**config.mk**
```make
export PLATFORM = sky130hd
export DESIGN_NAME = draw_scheduler
export DESIGN_NICKNAME = d
export VERILOG_FILES = /design/src/rtl/draw_scheduler.sv
export SDC_FILE = /design/constraint.sdc
export NUM_CORES = 1
export LEC_CHECK = 0
export CAP_MARGIN = 30
export CORE_ASPECT_RATIO = 0.75
export CORE_MARGIN = 5
export CORE_UTILIZATION = 41
export CTS_CLUSTER_SIZE = 16
export DETAILED_ROUTE_END_ITERATION = 8
export PLACE_DENSITY = 0.76
export SKIP_CTS_REPAIR_TIMING = 1
export SYNTH_ARGS = -nofsm -noshare
export SYNTH_HDL_FRONTEND = slang
export SYNTH_SLANG_ARGS = --single-unit
```
**constraint.sdc**
```tcl
create_clock -name clk_i -period 1.9 [get_ports clk_i]
set_input_delay 0.285 -clock clk_i [delete_from_list [all_inputs] [get_ports clk_i]]
set_output_delay 0.285 -clock clk_i [all_outputs]
set_load 0.05 [all_outputs]
```
**src/rtl/draw_scheduler.sv**
```systemverilog
// Per-frame cube redraw sequencer: clears the framebuffer, then walks the line list through
// the rasteriser, and owns the framebuffer write-port mux (clear sweep / rasteriser / scan).
module draw_scheduler #(
    parameter int XY_BITW   = 8,
    parameter int LINEW     = 4,
    parameter int LINE_CNT  = 12,
    parameter int COLORW    = 3,
    parameter int FB_WIDTH  = 16,
    parameter int FB_HEIGHT = 16,
    parameter int BG_COLOR  = 0,
    parameter int TIMEOUT   = 1024
) (
    input  logic               clk_i,
    input  logic               rst_i,
    input  logic               enable_i,
    input  logic               redraw_i,
    input  logic               frame_i,
    input  logic [XY_BITW-1:0] sx_i,
    input  logic [XY_BITW-1:0] sy_i,
    input  logic [XY_BITW-1:0] dl_x_i,
    input  logic [XY_BITW-1:0] dl_y_i,
    input  logic               dl_drawing_i,
    input  logic               dl_done_i,
    input  logic [COLORW-1:0]  line_color_i,
    output logic [LINEW-1:0]   line_id_o,
    output logic               draw_start_o,
    output logic               dl_oe_o,
    output logic               fb_we_o,
    output logic [XY_BITW-1:0] fb_x_o,
    output logic [XY_BITW-1:0] fb_y_o,
    output logic [COLORW-1:0]  fb_color_o,
    output logic               busy_o,
    output logic               frame_done_o,
    output logic               error_o,
    output logic [2:0]         state_o
);

    localparam int TW = (TIMEOUT > 1) ? $clog2(TIMEOUT) : 1;

    localparam logic [XY_BITW-1:0] CX_MAX    = XY_BITW'(FB_WIDTH - 1);
    localparam logic [XY_BITW-1:0] CY_MAX    = XY_BITW'(FB_HEIGHT - 1);
    localparam logic [LINEW-1:0]   LAST_LINE = LINEW'(LINE_CNT - 1);
    localparam logic [TW-1:0]      T_MAX     = TW'(TIMEOUT - 1);
    localparam logic [COLORW-1:0]  BG        = COLORW'(BG_COLOR);

    typedef enum logic [2:0] {
        S_IDLE  = 3'd0,
        S_CLEAR = 3'd1,
        S_INIT  = 3'd2,
        S_DRAW  = 3'd3,
        S_DONE  = 3'd4
    } state_e;

    state_e             state_q;
    logic [LINEW-1:0]   line_id_q;
    logic               draw_start_q;
    logic               frame_done_q;
    logic               error_q;
    logic [XY_BITW-1:0] cx_q;
    logic [XY_BITW-1:0] cy_q;
    logic [TW-1:0]      tcnt_q;

    logic line_timeout_d;

    // Rasteriser handshake: draw_start is a one-cycle request issued in INIT; the line is
    // finished by a one-cycle dl_done in any DRAW cycle, or abandoned when the timeout expires.
    assign line_timeout_d = (state_q == S_DRAW) && (tcnt_q == T_MAX);

    always_ff @(posedge clk_i) begin
        if (rst_i) begin
            state_q      <= S_IDLE;
            line_id_q    <= '0;
            draw_start_q <= 1'b0;
            frame_done_q <= 1'b0;
            error_q      <= 1'b0;
            cx_q         <= '0;
            cy_q         <= '0;
            tcnt_q       <= '0;
        end else begin
            draw_start_q <= 1'b0;
            frame_done_q <= 1'b0;
            case (state_q)
                S_IDLE: begin
                    if (frame_i && enable_i) begin
                        state_q <= S_CLEAR;
                        cx_q    <= '0;
                        cy_q    <= '0;
                    end
                end
                S_CLEAR: begin
                    if (cx_q == CX_MAX) begin
                        cx_q <= '0;
                        if (cy_q == CY_MAX) begin
                            cy_q         <= '0;
                            tcnt_q       <= '0;
                            line_id_q    <= '0;
                            state_q      <= S_INIT;
                            draw_start_q <= 1'b1;
                        end else begin
                            cy_q <= cy_q + 1'b1;
                        end
                    end else begin
                        cx_q <= cx_q + 1'b1;
                    end
                end
                S_INIT: begin
                    tcnt_q  <= '0;
                    state_q <= S_DRAW;
                end
                S_DRAW: begin
                    if (dl_done_i || line_timeout_d) begin
                        // A done arriving in the timeout cycle still counts as a clean finish.
                        if (!dl_done_i) begin
                            error_q <= 1'b1;
                        end
                        if (line_id_q == LAST_LINE) begin
                            state_q      <= S_DONE;
                            frame_done_q <= 1'b1;
                        end else begin
                            line_id_q    <= line_id_q + 1'b1;
                            state_q      <= S_INIT;
                            draw_start_q <= 1'b1;
                        end
                    end else begin
                        tcnt_q <= tcnt_q + 1'b1;
                    end
                end
                S_DONE: begin
                    if (frame_i && enable_i && redraw_i) begin
                        state_q <= S_CLEAR;
                        cx_q    <= '0;
                        cy_q    <= '0;
                    end
                end
                default: state_q <= S_IDLE;
            endcase
        end
    end

    always_comb begin
        fb_we_o    = 1'b0;
        fb_x_o     = sx_i;
        fb_y_o     = sy_i;
        fb_color_o = BG;
        case (state_q)
            S_CLEAR: begin
                fb_we_o = 1'b1;
                fb_x_o  = cx_q;
                fb_y_o  = cy_q;
            end
            S_INIT: begin
                fb_x_o     = dl_x_i;
                fb_y_o     = dl_y_i;
                fb_color_o = line_color_i;
            end
            S_DRAW: begin
                fb_we_o    = dl_drawing_i;
                fb_x_o     = dl_x_i;
                fb_y_o     = dl_y_i;
                fb_color_o = line_color_i;
            end
            default: ;
        endcase
    end

    assign line_id_o    = line_id_q;
    assign draw_start_o = draw_start_q;
    assign frame_done_o = frame_done_q;
    assign error_o      = error_q;
    assign dl_oe_o      = (state_q == S_INIT) || (state_q == S_DRAW);
    assign busy_o       = (state_q == S_CLEAR) || (state_q == S_INIT) || (state_q == S_DRAW);
    assign state_o      = state_q;

endmodule
```
# After elaboration in Yosys (flattened, before gate mapping)
# Cells that the tools add are included.
[totals]
output_inout_bits = 32
reg_bits = 36
[classes]
n_bitwise = 3
n_reduce_logical = 19
mux = 33
addsub = 4
eq_ne = 15
[op_table]
columns = ["operator", "count"]
rows = [
  ["$pmux W8 S3", 2],
  ["$mux W8", 5],
  ["$pmux W8 S2", 2],
  ["$mux W10", 3],
  ["$pmux W10 S3", 1],
  ["$mux W3", 7],
  ["$add A8 B1 Y8 const B", 2],
  ["$eq A8 B4 Y1 const B", 2],
  ["$mux W4", 4],
  ["$pmux W3 S5", 1],
  ["$ne A2 B2 Y1 const B", 6],
  ["$add A10 B1 Y10 const B", 1],
  ["$eq A10 B10 Y1 const B", 1],
  ["$reduce_and A5 Y1", 2],
  ["$pmux W4 S2", 1],
  ["$reduce_and A4 Y1", 2],
  ["$eq A3 B2 Y1 const B", 2],
  ["$reduce_and A3 Y1", 2],
  ["$reduce_bool A3 Y1", 2],
  ["$mux W1", 5],
  ["$add A4 B1 Y4 const B", 1],
  ["$eq A4 B4 Y1 const B", 1],
  ["$logic_or A1 B1 Y1", 4],
  ["$pmux W1 S2", 2],
  ["other kinds (9)", 13],
]

# Logic depth before layout (Yosys ltp)
[logic_depth]
ltp_word = 5
depth_mapped = 7

# Least setup slack after synthesis
# OpenSTA, ideal clock, no wires.
[synth_path]
path_kind = "register to output"
startpoint = "register state_q[1] (netlist: state_o[1])"
endpoint = "output fb_color_o[0]"
path_stages_with_launch = 5
setup_slack_ns = -0.999
arrival_time_ns = 2.614
required_time_ns = 1.615
path_buffers = 2
path_cell_list = "dfxtp_1 > clkbuf_1 > clkbuf_1 > nor2b_1 > and2_1"
[synth_via]
elab_chain_cells = 3
word_cells_on_any_way = 4
cone_classes = "2 x eq/ne; 1 x mux; 1 x reduce/logical"
[synth_lines]
columns = ["item", "line", "text"]
rows = [
  ["from (decl)", "54", "state_e state_q;"],
  ["from (signal assigned)", "71", "state_q <= S_IDLE;"],
  ["from (signal assigned)", "85", "state_q <= S_CLEAR;"],
  ["from (signal assigned)", "97", "state_q <= S_INIT;"],
  ["$eq A3 B2 Y1", "145", "case (state_q)"],
  ["$reduce_or A2 Y1 (no line) *", "--", ""],
  ["$mux W3 *", "145", ""],
  ["to (decl)", "31", "output logic [COLORW-1:0] fb_color_o,"],
]
# Mark *: on every way between the ends. The rest lies on a longest branch, timed or not.

# Worst setup path after layout
[layout_path]
startpoint = "register cx_q[4]"
endpoint = "register cy_q[5]"
[layout_via]
elab_chain_cells = 3
[layout_lines]
columns = ["item", "line", "text"]
rows = [
  ["from (decl)", "59", "logic [XY_BITW-1:0] cx_q;"],
  ["from (signal assigned)", "103", "cx_q <= cx_q + 1'b1;"],
  ["$eq A8 B4 Y1", "91", "if (cx_q == CX_MAX) begin"],
  ["$ne A2 B2 Y1 (no line)", "--", ""],
  ["$reduce_and A4 Y1 (no line)", "--", ""],
  ["to (signal assigned)", "100", "cy_q <= cy_q + 1'b1;"],
  ["to (decl)", "60", "logic [XY_BITW-1:0] cy_q;"],
]
# Every way passes these cells.
# A chain may end at the register's enable or synchronous reset.

==> flow_summary.ini <==
[worst_setup_path]
path_cells = or4_4 -> buf_4 -> o21ai_4 -> nand3_2 -> or4_4 -> a21oi_1
cpMostUsedCell = or4_4
cp-start-kind = flip-flop
slowest_stage = or4_4
crit_buf_inv = 1
r2r_slack_ps = -260
crit_family = simple AND/OR/NAND/NOR gates
worstPathRequired_ps = 2120
critPathMaxStageDelay_ps = 560
path_max_fanout = 4
cp_data_arrival_time_ps = 2370
critPathKind = flip-flop to flip-flop
end_kind = flip-flop

[die]
die_h_um = 73.1
num_io_pins = 74
die_area_um2 = 6880
dieWidth_um = 94.1
rows = 23
coreArea_um2 = 5240
floorplan.initialDensity = 0.415

[power]
p_seq_frac = 0.351
pwr_density_cell_nw_per_um2 = 563
leakagePower_nw = 1.53
combPwrFrac = 0.397
total_power_mw = 2.19
switchingPower_mw = 0.752
ir_worst_vdd_mv = 0.359
internal-power_mw = 1.44
clockPowerShare = 0.253
switching_share = 0.344

[placed_design]
place_congestion = 0.916
dp_hpwl_mm = 6.29
io_buffer_count = 73
dp_cells = 463
placed_cell_area_um2 = 3640

[global_routing]
grt_max_degree = 18
grt_pass1_wl_mm = 12.5
grt_antenna_before_repair = 0
grt_usage = 0.231
overflow = 0
grt_pass1_vias = 2581

[detailed_routing]
dr.pass1.iters = 5
viasPerCell = 5.74
drtIter0Drc = 157
postRouteAntennaNets = 0
route.detailed.drc = 0
wl_per_cell_um = 17.9
routed_wl_mm = 8.54
vias = 2743

[cells_and_area]
area_growth_pct = 78.7
n_antenna_cell = 0
fin_area_um2 = 3890
layout.nets = 448
drive_above_1_share = 0.335
final_util = 0.742
final_cells = 478

[logic_synthesis]
synth_edf_count = 0
synth_xor_area_frac = 0.0322
syn-cell-area_um2 = 2180
ys_ff_latch = 36
synth-compound-area-share = 0.304
synthesis.nets = 332
synthMuxAreaShare = 0
yosysSeqAreaShare = 0.331
synth_adder_area_share = 0.0230
synth_ff_type = dfxtp_1
ys_warn_count = 0
synth_top_family_by_area = compound AO/OA/AOI/OAI gates
async_flop_share = 0
syn_inst = 286
synth_simple_gate_area_share = 0.266
synth_cell_types = 49
avgSynthCellArea_um2 = 7.61

[sta]
slew_violations = 0
fin_hold_ws_ps = 490
clock_skew_ps = 14.9
maxSlewHeadroom = 0.650
post-route-worst-setup-slack_ps = -255
max_clock_freq_mhz = 464
post-route-period-util = 1.13
rsz0062_at_grt = yes
setup-violations-final = 22
tightest_slew_ps = 524
min_period_ps = 2160
finalHoldViolCount = 0

[clocking]
cts.sinks = 36
cts_tree = built
clk_pin_slew_ps = 80
cts_buffer_depth = 2
ctsRootBufferMaster = clkbuf_8
numCtsBuffers = 5
htree_levels = 2
clk_latency_ps = 300

[worst_hold_path]
min_path_type = flip-flop to flip-flop

[run_status]
violations = setup timing
outcome = finished with violations

[run]
maxCapViolCount = 0
## metrics by stage
step	worst slack, ps	setup TNS [ps]
final	-255	-2100
after global placement	-149	-3410
after floorplan	-53.0	-389
after CTS	-503	-9170
after detailed placement	-175	-4060
after global routing	-300	-3960
## power groups by stage
stage	combinational (mW)	clock, mW	sequential (mW)
after floorplan	0.385	0	0.798
after global placement	0.795	0	0.785
after detailed placement	0.806	0	0.786
after CTS	0.808	0.555	0.768
after global routing	0.905	0.600	0.769
final	0.868	0.552	0.767
## synthesized netlist by cell type (2+ instances only)
cell type  number  share of area
a211oi_1        5          0.017
a21oi_1        18          0.041
a22oi_1        17          0.059
a311oi_1        4          0.016
a31o_2          2         0.0081
a31oi_1         5          0.014
a41oi_1         4          0.016
and2_1          4          0.011
and3_1          8          0.023
and4_1          2         0.0081
buf_1           2         0.0035
clkbuf_1       14          0.024
dfxtp_1        36           0.33
ha_1            4          0.023
inv_1           6          0.010
nand2_1        40          0.069
nand3_1         8          0.018
nand3b_1        3          0.010
nand4_1         4          0.011
nor2_1         21          0.036
nor2b_1         2         0.0057
nor3_1          6          0.014
nor3b_1         2         0.0069
nor4_1          3         0.0086
o21a_1          7          0.024
o21ai_0        25          0.058
o21ai_1         2         0.0046
o32ai_1         2         0.0081
or3_1           2         0.0057
or4_1           2         0.0069
or4_4           2          0.010
xnor2_1         3          0.012
xor2_1          5          0.020
## path summary, 6_finish.rpt
path	endpoint	startpoint	cells after the start
worst min-delay path	error_o	error_o	2
worst max-delay path	cy_q[5]	cx_q[4]	6
worst max register to register	cy_q[5]	cx_q[4]	6
worst min register to register	error_o	error_o	2
## cells by family after synthesis
kind of cell,count (synthesis)
fa+ha+maj,4
buf+inv,24
xor+xnor,8
flops,36
compound gates,100
simple gates,114
## tightest hold or removal path, cell delays in order, from the launching register on
cell and delay, ps:
dfxtp_1 340, a31oi_1 40, nor2_1 70
## cells in the final DEF, fill, tap and decap left out, types with 7 or more instances in the layout
master / netlist / final
a21oi_1: 18 / 17
a22oi_1: 17 / 17
and3_1: 8 / 8
buf_12: 0 / 21
buf_4: 1 / 53
clkdlybuf4s50_1: 0 / 45
dfxtp_1: 36 / 31
nand2_1: 40 / 39
nand3_1: 8 / 8
nor2_1: 21 / 20
o21a_1: 7 / 7
o21ai_0: 25 / 8
o21ai_2: 0 / 8
o21ai_4: 1 / 10
## final cells by class
cell class | count | area [um2]
multi-input cells | 226 | 1580
repair buffers | 127 | 1370
fillers | 371 | 1350
flip-flops and latches | 36 | 732
well taps | 75 | 93.8
clock buffers | 5 | 68.8
inverters | 6 | 22.5
clock inverters | 3 | 18.8
## flip-flops by register name, indices dropped and copies added (netlist names)
register      count
frame_done_o      1
error_o           1
cy_q              8
cx_q              8
tcnt_q           10
line_id_o         4
draw_start_o      1
state_o           3
## routing by layer
metal  track usage  vias to the layer above  wire, um
li1              -                     1302         -
met1         0.308                     1297      3880
met4        0.0625                        0       103
met2         0.376                      130      3910
met3        0.0526                       14       649
met5             0                        -         0
Power figures use the tool's default switching activity.
